`src/rtl/fetch_unit.sv`:
```
// Fetch stage: owns the PC, issues req/ack reads to instruction memory and feeds the F->D register.
// Optional FETCH_MISALIGN_CHK_EN: adds misalign_o and forces redirect targets to word alignment.
module fetch_unit #(
    parameter int unsigned                 ADDRESS_WIDTH = 32,
    parameter int unsigned                 DATA_WIDTH    = 32,
    parameter logic [ADDRESS_WIDTH-1:0]    RESET_PC      = 32'h0000_0000,
    parameter logic [DATA_WIDTH-1:0]       NOP_INSTR     = 32'h0000_0013
) (
    input  logic                     clk_i,
    input  logic                     rst_ni,
    input  logic                     stall_i,
    input  logic                     redirect_i,
    input  logic [ADDRESS_WIDTH-1:0] redirect_pc_i,
    output logic                     imem_req_o,
    output logic [ADDRESS_WIDTH-1:0] imem_addr_o,
    input  logic                     imem_ack_i,
    input  logic [DATA_WIDTH-1:0]    imem_rdata_i,
    output logic                     valid_o,
    output logic [DATA_WIDTH-1:0]    instr_o,
    output logic [ADDRESS_WIDTH-1:0] pc_o,
    output logic [ADDRESS_WIDTH-1:0] pc_plus4_o
`ifdef FETCH_MISALIGN_CHK_EN
    ,
    output logic                     misalign_o
`endif
);

    typedef enum logic [1:0] {StFetch, StHold, StDrain} state_e;

    localparam logic [ADDRESS_WIDTH-1:0] Four = ADDRESS_WIDTH'(4);

    state_e                   state_q;
    logic [ADDRESS_WIDTH-1:0] pc_q;
    logic [ADDRESS_WIDTH-1:0] redir_q;
    logic [DATA_WIDTH-1:0]    hold_q;
    logic [ADDRESS_WIDTH-1:0] hold_pc_q;
    logic [ADDRESS_WIDTH-1:0] target;
    logic                     blocked;

`ifdef FETCH_MISALIGN_CHK_EN
    logic misaligned;
    assign target     = {redirect_pc_i[ADDRESS_WIDTH-1:2], 2'b00};
    assign misaligned = redirect_pc_i[1:0] != 2'b00;
`else
    assign target = redirect_pc_i;
`endif

    assign blocked = valid_o && stall_i;

    // pc_q only moves on ack or on redirect-from-HOLD, so the address stays put while a read is open
    assign imem_req_o  = rst_ni && (state_q != StHold);
    assign imem_addr_o = pc_q;

    always_ff @(posedge clk_i) begin
        if (!rst_ni) begin
            state_q    <= StFetch;
            pc_q       <= RESET_PC;
            redir_q    <= '0;
            hold_q     <= NOP_INSTR;
            hold_pc_q  <= '0;
            valid_o    <= 1'b0;
            instr_o    <= NOP_INSTR;
            pc_o       <= '0;
            pc_plus4_o <= '0;
`ifdef FETCH_MISALIGN_CHK_EN
            misalign_o <= 1'b0;
`endif
        end else begin
`ifdef FETCH_MISALIGN_CHK_EN
            misalign_o <= redirect_i && misaligned;
`endif
            case (state_q)
                StFetch: begin
                    if (redirect_i) begin
                        valid_o <= 1'b0;
                        instr_o <= NOP_INSTR;
                        if (imem_ack_i) begin
                            pc_q <= target;
                        end else begin
                            redir_q <= target;
                            state_q <= StDrain;
                        end
                    end else if (imem_ack_i) begin
                        pc_q <= pc_q + Four;
                        if (blocked) begin
                            hold_q    <= imem_rdata_i;
                            hold_pc_q <= pc_q;
                            state_q   <= StHold;
                        end else begin
                            valid_o    <= 1'b1;
                            instr_o    <= imem_rdata_i;
                            pc_o       <= pc_q;
                            pc_plus4_o <= pc_q + Four;
                        end
                    end else if (!blocked) begin
                        valid_o <= 1'b0;
                        instr_o <= NOP_INSTR;
                    end
                end
                StHold: begin
                    if (redirect_i) begin
                        valid_o <= 1'b0;
                        instr_o <= NOP_INSTR;
                        pc_q    <= target;
                        state_q <= StFetch;
                    end else if (!stall_i) begin
                        valid_o    <= 1'b1;
                        instr_o    <= hold_q;
                        pc_o       <= hold_pc_q;
                        pc_plus4_o <= hold_pc_q + Four;
                        state_q    <= StFetch;
                    end
                end
                StDrain: begin
                    // The stale response is swallowed; only the latest target survives
                    if (redirect_i) begin
                        valid_o <= 1'b0;
                        instr_o <= NOP_INSTR;
                        if (imem_ack_i) begin
                            pc_q    <= target;
                            state_q <= StFetch;
                        end else begin
                            redir_q <= target;
                        end
                    end else if (imem_ack_i) begin
                        pc_q    <= redir_q;
                        state_q <= StFetch;
                    end
                end
                default: state_q <= StFetch;
            endcase
        end
    end

endmodule

```
`config.mk`:
```
export PLATFORM = sky130hd
export DESIGN_NAME = fetch_unit
export DESIGN_NICKNAME = d
export VERILOG_FILES = /design/src/rtl/fetch_unit.sv
export SDC_FILE = /design/constraint.sdc
export NUM_CORES = 1
export LEC_CHECK = 0
export ABC_AREA = 1
export CAP_MARGIN = 20
export CORE_MARGIN = 5
export CORE_UTILIZATION = 45
export DETAILED_ROUTE_END_ITERATION = 8
export GPL_ROUTABILITY_DRIVEN = 0
export PLACE_DENSITY = 0.77
export REMOVE_ABC_BUFFERS = 1
export SLEW_MARGIN = 10
export SYNTH_ARGS = -nofsm -noshare
export SYNTH_HDL_FRONTEND = slang
export SYNTH_SLANG_ARGS = --single-unit
```
`constraint.sdc`:
```
create_clock -name clk_i -period 2.6 [get_ports clk_i]
set_clock_uncertainty 0.1 [all_clocks]
set_input_delay 0.26 -clock clk_i [delete_from_list [all_inputs] [get_ports clk_i]]
set_output_delay 0.26 -clock clk_i [all_outputs]
set_load 0.1 [all_outputs]
```
# Word-level counts from Yosys, hierarchy flattened
# Cells that the tools add are included.
[word_totals]
word_cells = 85
out_inout_bits = 130
regBits = 227
inputBits = 69
[op_classes]
eq_ne = 17
n_bitwise = 2
add_sub_neg = 2
mux = 43
reduce_logical = 12
[op_table]
columns = ["cell", "n"]
rows = [
  ["32-bit two-way mux", 23],
  ["32-bit case mux with 3 select lines", 2],
  ["32-bit case mux with 2 select lines", 2],
  ["32-bit by 3-bit adder with 32-bit output (second input constant)", 2],
  ["3-bit inequality test (second input constant)", 6],
  ["2-bit inequality test (second input constant)", 8],
  ["2-bit two-way mux", 7],
  ["4-bit AND reduction", 3],
  ["1-bit two-way mux", 7],
  ["2-bit case mux with 3 select lines", 1],
  ["6-bit AND reduction", 1],
  ["5-bit AND reduction", 1],
  ["1-bit case mux with 3 select lines", 1],
  ["3-bit AND reduction", 1],
  ["3-bit nonzero test", 1],
  ["2-bit by 1-bit == test with 1-bit output (second input constant)", 1],
  ["2-bit == test (second input constant)", 1],
  ["1-bit logical AND", 2],
  ["2-bit zero test", 1],
  ["2-bit by 1-bit inequality test with 1-bit output (second input constant)", 1],
  ["1-bit NOT", 2],
  ["2-bit nonzero test", 1],
  ["2-bit OR reduction", 1],
]

# Longest topological paths before layout
[logic_depth]
depth_word = 5
ltp_mapped = 13
mapped_depth_nobuf = 12

# Worst setup path before layout
# Ideal clock, no wire load.
[synth_path]
path_kind = "register to output"
start = "register state_q[1]"
end = "output port imem_req_o"
path_slack_ns = -0.180
t_arrival_ns = 2.420
path_buffers = 3
path_stages_with_launch = 7
path_cell_list = "dfxtp_1 inv_1 ha_1 buf_2 buf_2 buf_1 nor2_1"
[synth_via]
elab_chain_len = 2
[synth_lines]
columns = ["element", "line_no", "source"]
rows = [
  ["start, declared", "32", "state_e state_q;"],
  ["start signal, assigned", "56", "state_q <= StFetch;"],
  ["start signal, assigned", "81", "state_q <= StDrain;"],
  ["start signal, assigned", "88", "state_q <= StHold;"],
  ["2-bit by 1-bit inequality test with 1-bit output", "51", "assign imem_req_o = rst_ni && (state_q != StHold);"],
  ["1-bit logical AND", "51", ""],
  ["end, declared", "14", "output logic imem_req_o,"],
]
# No other way between the ends.

# Worst setup path after layout
[layout_path]
start = "register state_q[0]"
end = "register pc_q[16] (netlist: imem_addr_o[16])"
[layout_via]
elab_chain_len = 3
[layout_lines]
columns = ["element", "line_no", "source"]
rows = [
  ["2-bit == test, or another cell as far along", "72", "case (state_q)"],
  ["3-bit inequality test (no source line), or another cell as far along", "-", ""],
  ["4-bit AND reduction (no source line)", "-", ""],
  ["end signal, assigned", "78", "pc_q <= target;"],
  ["end signal, assigned", "84", "pc_q <= pc_q + Four;"],
  ["end signal, assigned", "104", "pc_q <= target;"],
  ["end, declared", "33", "logic [ADDRESS_WIDTH-1:0] pc_q;"],
]
# Parallel ways exist; a longest one is shown, timed or not.
# A chain may end at the register's enable or synchronous reset.

==> run metrics <==
Yosys warnings 0; die area ~30,000 µm²; Static Leak 6.225 nW; Slew HR 0.5156; crit start category flop; CTS Buf Count 26; initial antenna violation count 0; post-layout min period between 2 and 2.5 ns; share of layout cells above drive strength 1 0.1337; Detailed Route WL between 30,000 and 40,000 µm; WL/cell 17.08 µm; register area share after synthesis 0.3776; final period utilization 0.8905; first-pass GRT wire length about 62,000 µm; Initial Util 0.4578; P per Cell Area between 1000 and 1500 nW/µm²; number of inserted diodes 0; RSZ-0062 raised after global routing no; Async SR Flop Fraction 0; I/O Buffers between 150 and 200; Core ar. approximately 26,000 µm²; # rows 59; Distinct cells, synth 44; Area contributors post-synth dfxtp_1 (38%), nand2_1 (13%), o21ai_0 (8.3%); syn_area_per_cell about 6.7 µm²; post-DP HPWL between 20,000 and 30,000 µm; Flop pwr share 0.262; worst hold slack 0.1963 ns; Worst-Margin Slew ~0.73 ns; ys flop type dfxtp_1; Setup WS pre-CTS about 0.38 ns; clk root buf clkbuf_16; switching share of power 0.5556; Hold Crit Class in2reg; Max-cap violations 0; CP max FO 18; R2R depth 9; Total Neg Setup Slack 0 ns; Pwr Total around 20 mW; Final setup viols 0; Cells after Synth 1,776; commonest non-fill, non-tap cell in the layout nand2_1; Post-synth EDFFs 0; fmax roughly 0.43 GHz; WP data required just under 3 ns; Synth area leader dfxtp_1; GR Util All Layers 0.2444; fin area 14,620 µm²; Non-Filler Instances between 2,000 and 2,500; final setup margin approximately 0.28 ns; die height 172.8 µm; router iterations before antenna repair 6; Final Max Tran Viols 0; clock network fraction of design power 0.174; number of nets with antenna violations after routing 0; status finished clean; synthesis-to-layout area growth 22.56%; clock slew at reported path FFs 0.06 ns; htree depth 1; remaining global-route overflow 0; NetSw 11.13 mW; clk buf depth 3; largest net degree at the start of global routing between 100 and 150; worst skew pair latency 0.54 ns; final core utilization 0.5611; # placed instances approximately 2,200; placed cell areas between 10,000 and 15,000 µm²; Synth top area share 0.3776; Synth Register Bits around 230; Hold Path Stages 3; vias in the first global route ~12,000; commonest cells after routing, fill and taps aside nand2_1 (400), dfxtp_1 (225), o21ai_0 (198); Vias/cell roughly 5.6; netlist area before placement 11,930 µm²; Comb pwr share 0.563; Post-route DRC 0; Die X-Extent approximately 170 µm; DRT iter0 DRCs roughly 1,500; crit path kind reg2reg; Int Power slightly below 9 mW; CP endpoint kind flop; CTS sink count between 200 and 250; Hold Fails Final Rpt 0; I/O pin count 199; CTS tree yes; post-CTS sizing 0; final net count approximately 2,000; worst vdd ir around 0.0011 V; Fillers around 2,500; DR vias between 10,000 and 15,000; WP data arrival 2.67 ns
[kinds of logic (layout without fill, tap and decap cells)]
| logic type | count (synthesis) | in the layout | synth area share |
|---|---|---|---|
| AO/OA/AOI/OAI | 513 | 513 | 0.2338 |
| adder cells (fa/ha/maj) | 6 | 6 | 0.006292 |
| buffers and inverters | 258 | 411 | 0.08904 |
| flip-flops | 225 | 225 | 0.3776 |
| XOR/XNOR | 25 | 25 | 0.01961 |
| AND/OR/NAND/NOR | 749 | 749 | 0.2737 |
[registers in the layout, summed over array words and instances (netlist names)]
signal and flops:
imem_addr_o 32, pc_plus4_o 30, pc_o 32, valid_o 1, state_q 2, instr_o 32, hold_pc_q 32, redir_q 32
hold_q 32
[worst paths after layout]
| kind | startpoint | endpoint | slack (ns) |
|---|---|---|---|
| worst max-delay path | state_q[0]$_SDFFE_PN0P_ | imem_addr_o[16]$_SDFFE_PN0P_ | 0.28 |
| worst min-delay path | imem_rdata_i[19] | hold_q[19]$_SDFFE_PN0P_ | 0.20 |
| worst max register to register | state_q[0]$_SDFFE_PN0P_ | imem_addr_o[16]$_SDFFE_PN0P_ | 0.28 |
| worst min register to register | pc_plus4_o[16]$_SDFFE_PN0P_ | pc_plus4_o[16]$_SDFFE_PN0P_ | 0.37 |
[power by group through the flow]
stage	clock [mW]	combinational, mW	sequential, mW
floorplan	0	2.99	10.6
global placement	0	11.1	5.28
detailed placement	0	11.2	5.30
CTS	3.53	11.3	5.23
global route	3.69	11.9	5.35
finish	3.49	11.3	5.25
[synthesized netlist by cell type (3+ instances only)]
master,number
o22ai_1,4
ha_1,6
nand3b_1,4
nand3_2,3
a21oi_1,157
nor2_1,190
and2_1,3
nor3_1,6
buf_1,7
o21ai_1,50
xor2_1,19
inv_1,122
nor2_4,10
nand3_1,82
buf_2,37
buf_4,10
clkbuf_1,67
nand2_1,400
a221oi_1,6
nand4_1,24
a22o_1,13
or2_2,7
nor2_8,4
o21ai_0,198
o2111ai_1,6
dfxtp_1,225
inv_2,10
a31oi_1,65
o211ai_1,9
nand2_2,8
xnor2_1,4
[what timing repair did]
item | CTS | global route
setup endpoints to repair | 0 | 0
buffers inserted | 0 | 0
hold buffers | 1 | 0
endpoints found under the hold margin | 2 | 0
[final cells by class]
| class | instances | area, µm² | area share |
|---|---|---|---|
| flip-flops and latches | 225 | 4504 | 0.3081 |
| well taps | 335 | 419.2 | 0.02867 |
| clock inverters | 4 | 56.30 | 0.003851 |
| clock buffers | 40 | 743.2 | 0.05083 |
| repair buffers | 233 | 2009 | 0.1374 |
| inverters | 134 | 504.2 | 0.03449 |
| multi-input cells | 1293 | 6385 | 0.4367 |
[metal layers]
layer	up-vias	GRT usage	part of all wire
li1	6208	-	-
met1	5831	0.3406	0.44
met2	554	0.3855	0.45
met3	87	0.04541	0.082
met4	0	0.07665	0.027
met5	-	0	0
[worst max-delay path: stages, from the launching register on]
cell	delay, ns
dfxtp_1	0.37
inv_1	0.09
ha_1	0.29
nor2_1	0.29
nor2_1	0.09
nand3b_4	0.27
inv_2	0.30
buf_4	0.21
o21ai_0	0.07
a21oi_1	0.14
No activity file was read; power rests on OpenSTA's default activity.
